===== config.mk =====
export PLATFORM = sky130hd
export DESIGN_NAME = control_unit_flat
export DESIGN_NICKNAME = d
export VERILOG_FILES = /design/src/rtl/control_unit_if.sv /design/src/rtl/control_unit.sv /design/src/flat_wrapper.sv
export SDC_FILE = /design/constraint.sdc
export NUM_CORES = 1
export LEC_CHECK = 0
export CAP_MARGIN = 10
export CORE_MARGIN = 4
export CORE_UTILIZATION = 50
export CTS_BUF_LIST = sky130_fd_sc_hd__clkbuf_4 sky130_fd_sc_hd__clkbuf_8
export DETAILED_ROUTE_END_ITERATION = 16
export HOLD_SLACK_MARGIN = 0.03
export PLACE_DENSITY = 0.82
export SETUP_SLACK_MARGIN = 0.15
export SLEW_MARGIN = 20
export SYNTH_ARGS = -nofsm -noshare
export SYNTH_HDL_FRONTEND = slang
export SYNTH_SLANG_ARGS = --single-unit

===== constraint.sdc =====
create_clock -name clk -period 2.3 [get_ports clk]
set_input_delay 0.345 -clock clk [delete_from_list [all_inputs] [get_ports clk]]
set_output_delay 0.345 -clock clk [all_outputs]
set_load 0.01 [all_outputs]

===== src/rtl/control_unit_if.sv =====
// Bundle of control-unit inputs (decode fields, ALU flags, memory readies) and all
// datapath/memory strobes. master = control unit, slave = datapath and memories.
interface control_unit_if;
  logic [6:0] opcode;
  logic [2:0] funct3;
  logic [3:0] alu_flags;
  logic       i_mem_ready;
  logic       d_mem_ready;
  logic       i_mem_re;
  logic       d_mem_re;
  logic       d_mem_we;
  logic       ir_we;
  logic       pc_we;
  logic       rf_we;
  logic [3:0] alu_cmd;
  logic       alu_src;
  logic       pc_src;
  logic       rf_src;
  logic       error;

  modport master (
    input  opcode, funct3, alu_flags, i_mem_ready, d_mem_ready,
    output i_mem_re, d_mem_re, d_mem_we, ir_we, pc_we, rf_we,
           alu_cmd, alu_src, pc_src, rf_src, error
  );

  modport slave (
    output opcode, funct3, alu_flags, i_mem_ready, d_mem_ready,
    input  i_mem_re, d_mem_re, d_mem_we, ir_we, pc_we, rf_we,
           alu_cmd, alu_src, pc_src, rf_src, error
  );
endinterface


===== src/rtl/control_unit.sv =====
// Multi-cycle FETCH/DECODE/EXEC/MEM/WB sequencer for the RISC-V datapath; drives all
// datapath selects, PC/IR strobes and memory handshakes, with a sticky ERROR trap.
module control_unit #(
  parameter int WAIT_MAX  = 15,
  parameter int WAIT_BITS = 4
) (
  input  logic          clk,
  input  logic          rst,
  control_unit_if.master bus
);

  localparam logic [6:0] OP_R   = 7'b0110011;
  localparam logic [6:0] OP_I   = 7'b0010011;
  localparam logic [6:0] OP_LD  = 7'b0000011;
  localparam logic [6:0] OP_SD  = 7'b0100011;
  localparam logic [6:0] OP_BR  = 7'b1100011;
  localparam logic [6:0] OP_JAL = 7'b1101111;
  localparam logic [6:0] OP_LUI = 7'b0110111;

  localparam logic [3:0] CMD_R  = 4'b0000;
  localparam logic [3:0] CMD_I  = 4'b0001;
  localparam logic [3:0] CMD_S  = 4'b0010;
  localparam logic [3:0] CMD_SB = 4'b0011;
  localparam logic [3:0] CMD_U  = 4'b0100;
  localparam logic [3:0] CMD_UJ = 4'b0101;

  typedef enum logic [2:0] {
    FETCH  = 3'd0,
    DECODE = 3'd1,
    EXEC   = 3'd2,
    MEM    = 3'd3,
    WB     = 3'd4,
    ERROR  = 3'd5
  } state_t;

  state_t               state, state_nx;
  logic [WAIT_BITS-1:0] wait_cnt, wait_nx;
  logic [6:0]           op_q;
  logic [2:0]           f3_q;
  logic                 wait_expired;

  logic       i_mem_re, d_mem_re, d_mem_we, ir_we, pc_we, rf_we;
  logic [3:0] alu_cmd;
  logic       alu_src, pc_src, rf_src, error;

  logic unused_flag;
  assign unused_flag = bus.alu_flags[3];

  function automatic logic is_legal(input logic [6:0] op);
    case (op)
      OP_R, OP_I, OP_LD, OP_SD, OP_BR, OP_JAL, OP_LUI: is_legal = 1'b1;
      default:                                         is_legal = 1'b0;
    endcase
  endfunction

  function automatic logic [3:0] cmd_of(input logic [6:0] op);
    case (op)
      OP_I, OP_LD: cmd_of = CMD_I;
      OP_SD:       cmd_of = CMD_S;
      OP_BR:       cmd_of = CMD_SB;
      OP_LUI:      cmd_of = CMD_U;
      OP_JAL:      cmd_of = CMD_UJ;
      default:     cmd_of = CMD_R;
    endcase
  endfunction

  function automatic logic uses_imm(input logic [6:0] op);
    uses_imm = (op != OP_R) && (op != OP_BR);
  endfunction

  function automatic logic br_f3_ok(input logic [2:0] f3);
    br_f3_ok = (f3 == 3'b000) || (f3 == 3'b001) || (f3 == 3'b100) || (f3 == 3'b101);
  endfunction

  // Signed less-than is MSB xor overflow of the ALU subtraction.
  function automatic logic br_taken(input logic [2:0] f3, input logic [3:0] flags);
    case (f3)
      3'b000:  br_taken = flags[0];
      3'b001:  br_taken = ~flags[0];
      3'b100:  br_taken = flags[1] ^ flags[2];
      3'b101:  br_taken = ~(flags[1] ^ flags[2]);
      default: br_taken = 1'b0;
    endcase
  endfunction

  assign wait_expired = (wait_cnt == WAIT_BITS'(WAIT_MAX - 1));

  always_ff @(posedge clk or posedge rst) begin
    if (rst) begin
      state    <= FETCH;
      wait_cnt <= '0;
      op_q     <= '0;
      f3_q     <= '0;
    end else begin
      state    <= state_nx;
      wait_cnt <= wait_nx;
      if (state == DECODE) begin
        op_q <= bus.opcode;
        f3_q <= bus.funct3;
      end
    end
  end

  always_comb begin
    state_nx = state;
    wait_nx  = '0;
    i_mem_re = 1'b0;
    d_mem_re = 1'b0;
    d_mem_we = 1'b0;
    ir_we    = 1'b0;
    pc_we    = 1'b0;
    rf_we    = 1'b0;
    alu_cmd  = CMD_R;
    alu_src  = 1'b0;
    pc_src   = 1'b0;
    rf_src   = 1'b0;
    error    = 1'b0;

    case (state)
      FETCH: begin
        i_mem_re = 1'b1;
        if (bus.i_mem_ready) begin
          ir_we    = 1'b1;
          state_nx = DECODE;
        end else if (wait_expired) begin
          state_nx = ERROR;
        end else begin
          wait_nx = wait_cnt + WAIT_BITS'(1);
        end
      end

      DECODE: state_nx = is_legal(bus.opcode) ? EXEC : ERROR;

      EXEC: begin
        alu_cmd = cmd_of(op_q);
        alu_src = uses_imm(op_q);
        if (op_q == OP_BR) begin
          if (br_f3_ok(f3_q)) begin
            pc_we    = 1'b1;
            pc_src   = br_taken(f3_q, bus.alu_flags);
            state_nx = FETCH;
          end else begin
            state_nx = ERROR;
          end
        end else if ((op_q == OP_LD) || (op_q == OP_SD)) begin
          state_nx = MEM;
        end else begin
          state_nx = WB;
        end
      end

      // ALU command/source stay on the EXEC values so the address holds during the access.
      MEM: begin
        alu_cmd = cmd_of(op_q);
        alu_src = uses_imm(op_q);
        if (op_q == OP_LD) d_mem_re = 1'b1;
        else               d_mem_we = 1'b1;
        if (bus.d_mem_ready) begin
          if (op_q == OP_LD) begin
            state_nx = WB;
          end else begin
            pc_we    = 1'b1;
            state_nx = FETCH;
          end
        end else if (wait_expired) begin
          state_nx = ERROR;
        end else begin
          wait_nx = wait_cnt + WAIT_BITS'(1);
        end
      end

      // JAL writes its link (pc+4) through the ALU under UJ, so the command stays up here.
      WB: begin
        alu_cmd  = cmd_of(op_q);
        alu_src  = uses_imm(op_q);
        rf_we    = 1'b1;
        pc_we    = 1'b1;
        rf_src   = (op_q == OP_LD);
        pc_src   = (op_q == OP_JAL);
        state_nx = FETCH;
      end

      ERROR: error = 1'b1;

      default: state_nx = FETCH;
    endcase

    // Outputs are forced low for the whole reset pulse so an aborted access stops at once.
    if (rst) begin
      i_mem_re = 1'b0;
      d_mem_re = 1'b0;
      d_mem_we = 1'b0;
      ir_we    = 1'b0;
      pc_we    = 1'b0;
      rf_we    = 1'b0;
      alu_cmd  = CMD_R;
      alu_src  = 1'b0;
      pc_src   = 1'b0;
      rf_src   = 1'b0;
      error    = 1'b0;
    end
  end

  assign bus.i_mem_re = i_mem_re;
  assign bus.d_mem_re = d_mem_re;
  assign bus.d_mem_we = d_mem_we;
  assign bus.ir_we    = ir_we;
  assign bus.pc_we    = pc_we;
  assign bus.rf_we    = rf_we;
  assign bus.alu_cmd  = alu_cmd;
  assign bus.alu_src  = alu_src;
  assign bus.pc_src   = pc_src;
  assign bus.rf_src   = rf_src;
  assign bus.error    = error;

endmodule


===== src/flat_wrapper.sv =====
// flat-port wrapper written by rule: the top's interface ports become plain ports
module control_unit_flat 
#(
  parameter int WAIT_MAX  = 15,
  parameter int WAIT_BITS = 4
)
  (clk, rst, bus_opcode, bus_funct3, bus_alu_flags, bus_i_mem_ready, bus_d_mem_ready, bus_i_mem_re, bus_d_mem_re, bus_d_mem_we, bus_ir_we, bus_pc_we, bus_rf_we, bus_alu_cmd, bus_alu_src, bus_pc_src, bus_rf_src, bus_error);
  control_unit_if bus_i ();
  input  logic clk;
  input  logic rst;
  input wire logic [$bits(bus_i.opcode)-1:0] bus_opcode;
  input wire logic [$bits(bus_i.funct3)-1:0] bus_funct3;
  input wire logic [$bits(bus_i.alu_flags)-1:0] bus_alu_flags;
  input wire logic [$bits(bus_i.i_mem_ready)-1:0] bus_i_mem_ready;
  input wire logic [$bits(bus_i.d_mem_ready)-1:0] bus_d_mem_ready;
  output wire logic [$bits(bus_i.i_mem_re)-1:0] bus_i_mem_re;
  output wire logic [$bits(bus_i.d_mem_re)-1:0] bus_d_mem_re;
  output wire logic [$bits(bus_i.d_mem_we)-1:0] bus_d_mem_we;
  output wire logic [$bits(bus_i.ir_we)-1:0] bus_ir_we;
  output wire logic [$bits(bus_i.pc_we)-1:0] bus_pc_we;
  output wire logic [$bits(bus_i.rf_we)-1:0] bus_rf_we;
  output wire logic [$bits(bus_i.alu_cmd)-1:0] bus_alu_cmd;
  output wire logic [$bits(bus_i.alu_src)-1:0] bus_alu_src;
  output wire logic [$bits(bus_i.pc_src)-1:0] bus_pc_src;
  output wire logic [$bits(bus_i.rf_src)-1:0] bus_rf_src;
  output wire logic [$bits(bus_i.error)-1:0] bus_error;
  assign bus_i.opcode = bus_opcode;
  assign bus_i.funct3 = bus_funct3;
  assign bus_i.alu_flags = bus_alu_flags;
  assign bus_i.i_mem_ready = bus_i_mem_ready;
  assign bus_i.d_mem_ready = bus_d_mem_ready;
  assign bus_i_mem_re = bus_i.i_mem_re;
  assign bus_d_mem_re = bus_i.d_mem_re;
  assign bus_d_mem_we = bus_i.d_mem_we;
  assign bus_ir_we = bus_i.ir_we;
  assign bus_pc_we = bus_i.pc_we;
  assign bus_rf_we = bus_i.rf_we;
  assign bus_alu_cmd = bus_i.alu_cmd;
  assign bus_alu_src = bus_i.alu_src;
  assign bus_pc_src = bus_i.pc_src;
  assign bus_rf_src = bus_i.rf_src;
  assign bus_error = bus_i.error;
  control_unit #(.WAIT_MAX(WAIT_MAX), .WAIT_BITS(WAIT_BITS)) u_core (.clk(clk), .rst(rst), .bus(bus_i));
endmodule

# ---- Yosys cells after proc, flatten, opt, wreduce, memory -nomap -nowiden
# Cells that the tools add are included.
dict set report totals {
  reg_bits 17
  output_inout_bits 14
  elab_cells 89
  in_bits 18
}
dict set report op_classes {
  bitwise 3
  n_mux 47
  reduce_logical 10
  addsub 1
  n_eq_ne 24
}
# op count
set op_table {}
lappend op_table {{equality test 7 x 6 -> 1 bit, second input constant} 5}
lappend op_table {{one-hot mux 3 bit (5 select lines)} 2}
lappend op_table {{equality test 7 bit, second input constant} 4}
lappend op_table {{2-to-1 mux 1 bit} 28}
lappend op_table {{2-to-1 mux 3 bit} 8}
lappend op_table {{2-to-1 mux 4 bit} 5}
lappend op_table {{equality test 7 x 2 -> 1 bit, second input constant} 2}
lappend op_table {{equality test 7 x 5 -> 1 bit, second input constant} 2}
lappend op_table {{equality test 3 bit, second input constant} 4}
lappend op_table {{one-hot mux 4 bit (2 select lines)} 1}
lappend op_table {{!= test 7 x 6 -> 1 bit, second input constant} 1}
lappend op_table {{!= test 7 bit, second input constant} 1}
lappend op_table {{OR reduction 7 bit} 1}
lappend op_table {{equality test 3 x 1 -> 1 bit, second input constant} 2}
lappend op_table {{equality test 3 x 2 -> 1 bit, second input constant} 2}
lappend op_table {{logical NOT 3 bit} 2}
lappend op_table {{adder 4 x 1 -> 4 bit, second input constant} 1}
lappend op_table {{equality test 4 bit, second input constant} 1}
lappend op_table {{logical OR 1 bit} 4}
lappend op_table {{one-hot mux 1 bit (4 select lines)} 1}
lappend op_table {{one-hot mux 1 bit (3 select lines)} 1}
lappend op_table {{OR reduction 3 bit} 1}
lappend op_table {{NOT 1 bit} 2}
lappend op_table {{one-hot mux 1 bit (2 select lines)} 1}
lappend op_table {{3 further kinds} 3}

# ---- Longest topological paths before layout
dict set report logic_depth {
  word_depth 8
  mapped_depth 6
}

# ---- Worst setup path after synthesis
# No wires, ideal clock.
dict set report synth_timing {
  path_kind {input-to-output}
  start {input port rst}
  end {output port bus_pc_we}
  setup_slack_ps 534
  cell_stages 4
  arrival_ps 1421
  required_ps 1955
  path_cell_list {inv_1 -> nand4b_1 -> a21oi_1 -> a22o_1}
}
dict set report synth_via {
  elab_chain_cells 1
}
# item line
set synth_rtl {}
lappend synth_rtl {{start, declared} flat_wrapper.sv:10} ;# input logic rst;
lappend synth_rtl {{2-to-1 mux 1 bit} control_unit.sv:189} ;# if (rst) begin
lappend synth_rtl {{end, declared} flat_wrapper.sv:20} ;# output wire logic [$bits(bus_i.pc_we)-1:0] bus_pc_we;
# No other way between the ends.

# ---- Final worst setup path
dict set report layout_timing {
  start {register u_core.op_q[3]}
  end {output port bus_alu_cmd[0]}
}
dict set report layout_via {
  elab_chain_cells 5
  word_cells_on_any_way 10
  cone_classes {6 x eq/ne; 3 x mux; 1 x reduce/logical}
}
# item line
set layout_rtl {}
lappend layout_rtl {{start, declared} control_unit.sv:38} ;# logic [6:0] op_q;
lappend layout_rtl {{start signal, assigned} control_unit.sv:98} ;# op_q <= bus.opcode;
lappend layout_rtl {{equality test 7 x 5 -> 1 bit or equality test 7 x 2 -> 1 bit (tied branches)} control_unit.sv:57} ;# case (op)
lappend layout_rtl {{OR reduction 2 bit} control_unit.sv:57}
lappend layout_rtl {{one-hot mux 3 bit (5 select lines) *} control_unit.sv:57}
lappend layout_rtl {{2-to-1 mux 4 bit *} -}
lappend layout_rtl {{2-to-1 mux 4 bit *} control_unit.sv:189}
lappend layout_rtl {{end, declared} flat_wrapper.sv:22} ;# output wire logic [$bits(bus_i.alu_cmd)-1:0] bus_alu_cmd;
# Every way passes the cells marked *; elsewhere a longest branch is shown, timed or not.

==> results_dict.tcl <==
set metrics [dict create \
    outcome "completed" \
    num_vias 1165 \
    cp_max_fo 3 \
    syn_avg_cell_area_um2 9.56 \
    path_cells "buf_4, and4bb_2, o21ai_0, a21oi_1, dlygate4sd2_1" \
    synthArstFlopShare_pct 100 \
    layout-drive-gt1-share_pct 29.7 \
    detail-route-antenna-nets 0 \
    ctsLongestPathBuffers 2 \
    coreArea_mm2 0.00225 \
    grt_usage_pct 19.5 \
    rows 17 \
    viasPerCell 5.83 \
    setup_ws_ns 0.236 \
    mappedNetlistArea_mm2 0.00121 \
    synth-edff-count 0 \
    synth_area_leaders "dfrtp_1 (35%), mux2_2 (8.4%), nor2_1 (4.0%)" \
    synthCells 127 \
    crit_path_end_kind "output port" \
    clock_skew_ns 0.00935 \
    totalWireLength_mm 3.02 \
    numCtsBuffers 3 \
    synth_area_leader_cell "dfrtp_1" \
    grt_max_degree 14 \
    setup_viol 0 \
    synthDistinctLibCells 48 \
    synth_top_area_share_pct 35.1 \
    cp.required_ns 1.96 \
    clk_pin_slew_ns 0.10 \
    ys_seq_area_share_pct 35.1 \
    p_per_area_mw_per_mm2 890 \
    pre_cts_slack_ns -0.0239 \
    cts_tree "built" \
    rsz0062_at_grt "no" \
    cpMaxStageDelayCell "dfrtp_1" \
    synth_nets 147 \
    ys_ff_latch 17 \
    wl_per_cell_um 15.1 \
    arrival_ns 1.72 \
    utilization_pct 75.0 \
    dr.pass1.iters 4 \
    ios 32 \
    fillers 169 \
    start_util_pct 53.8 \
    crit_type "flip-flop to output port" \
    grt_overflow 0 \
    yosysMostFrequentCell "dfrtp_1" \
    h-tree-depth 1 \
    p_leak_nw 0.791 \
    dieHeight_um 57.3 \
    hpwl_mm 2.25 \
    synthTopCellsByCount "dfrtp_1 (17), nor2_1 (13), mux2_2 (9)" \
    drt_iter0_markers 27 \
    crit_family "buffers and inverters" \
    path_buf_inv 2 \
    post-route-period-util_pct 89.7 \
    grt_pass1_wl_mm 5.09 \
    grt_pass1_vias 1134 \
    antenna_found_initial 0 \
    hp-class "input port to async pin" \
    drc_errors 0 \
    routabilityCongestion 0.888 \
    fin_crit_ns 2.06 \
    finalMaxSlewViolations 0 \
    cap_violations 0 \
    clock.fmax_ghz 0.485 \
    die_w_um 57.3 \
    finalHoldViolations 0 \
    dieArea_mm2 0.00328 \
    cts_sinks 17 \
    max_stage_delay_ns 0.43 \
    synth-main-ff-cell "dfrtp_1" \
    clock_latency_ns 0.29 \
    antennaDiodeCount 0 \
    fin_nets 193 \
    hold-worst-slack_ns 0.462 \
    ir_drop_v 0.000653 \
    syn_to_final_growth_pct 39.3 \
    worstSetupStartpointType "flip-flop" \
    cts_root_buffer "clkbuf_4" \
    io_buffers 29 \
    ys_warn_count 0 \
]
cell usage in the layout (no fill, tap or decap), types with 3 or more instances in the layout:
cell type        netlist  layout
a21oi_1                7       7
a31oi_1                3       3
buf_4                  3      19
clkbuf_4               0       3
clkdlybuf4s50_1        0      16
dfrtp_1               17      15
dlygate4sd2_1          0       7
dlymetal6s2s_1         0       4
inv_1                  6       6
mux2_2                 9       9
nand2_1                4       4
nand3_1                3       3
nand4b_1               3       3
nor2_1                13      13
nor3b_2                2       5
o21ai_0                6       6
cell type report:
class	count	area [um2]	share of cell area (%)
clock buffers	3	22.5	1.33
clock inverters	1	5.00	0.296
inverters	6	22.5	1.33
multi-input cells	97	748	44.3
flip-flops and latches	17	428	25.3
well taps	28	35.0	2.07
repair buffers	48	429	25.4
final timing paths:
path                                                 to  slack [ns]  depth (start not counted)                         start
max                                      bus_alu_cmd[0]        0.24                          5    u_core.op_q[3]$_DFFE_PP0N_
min                        u_core.wait_cnt[2]$_DFF_PP0_        0.46                          3                           rst
max reg2reg                 u_core.state[2]$_DFFE_PP0P_        0.74                          6  u_core.wait_cnt[0]$_DFF_PP0_
min reg2reg                  u_core.f3_q[0]$_DFFE_PP0N_        0.54                          1    u_core.f3_q[0]$_DFFE_PP0N_
max in group asynchronous   u_core.state[2]$_DFFE_PP0P_        1.62                          3                           rst
min in group clk             u_core.f3_q[0]$_DFFE_PP0N_        0.54                          1    u_core.f3_q[0]$_DFFE_PP0N_
logic make-up after synthesis:
| kind of cell | count (synthesis) | share of synthesized area (%) |
|---|---|---|
| buf+inv | 13 | 6.39 |
| flops | 17 | 35.1 |
| compound gates | 30 | 16.2 |
| mux | 9 | 8.35 |
| simple gates | 51 | 28.8 |
| xor+xnor | 4 | 2.89 |
| other cells | 1 | 0.309 |
| fa+ha+maj | 2 | 2.06 |
what timing repair did:
item,CTS,global route
gates cloned,0,0
hold buffers,0,0
resized for setup,13,13
buffers inserted,4,6
pin swaps,2,8
endpoints found under the hold margin,0,0
setup endpoints to repair,11,8
report_power, final:
group	switching [W]	internal, W	total, W
clock network	0.0000924	0.0000645	0.000157
logic	0.000356	0.000447	0.000803
registers	0.000130	0.000414	0.000544
metal layers:
metal	global-route usage, %	vias up	share of wire, %
met4	6.95	0	1.5
met2	35.1	38	50
met3	1.81	6	5.3
li1	-	555	-
met1	24.2	566	43
met5	0	-	0
tightest hold or removal path: cells and delay by family:
kind                   cells  cell delay, ns
buffers and inverters      3            0.73
metrics by stage:
step	area, um2	setup TNS, ns	instances	total power [W]
6_report	1690	0	200	0.00150
5_1_grt	1690	0	200	0.00162
4_1_cts	1610	0	194	0.00142
3_5_place_dp	1550	-0.0239	186	0.00121
3_3_place_gp	1550	-0.0123	186	0.00118
2_1_floorplan	1210	0	127	0.00101
state kept, by name (all words and copies together), names as in the netlist:
register / count
u_core.op_q: 7
u_core.state: 3
u_core.f3_q: 3
u_core.wait_cnt: 4
Power figures use the tool's default switching activity.
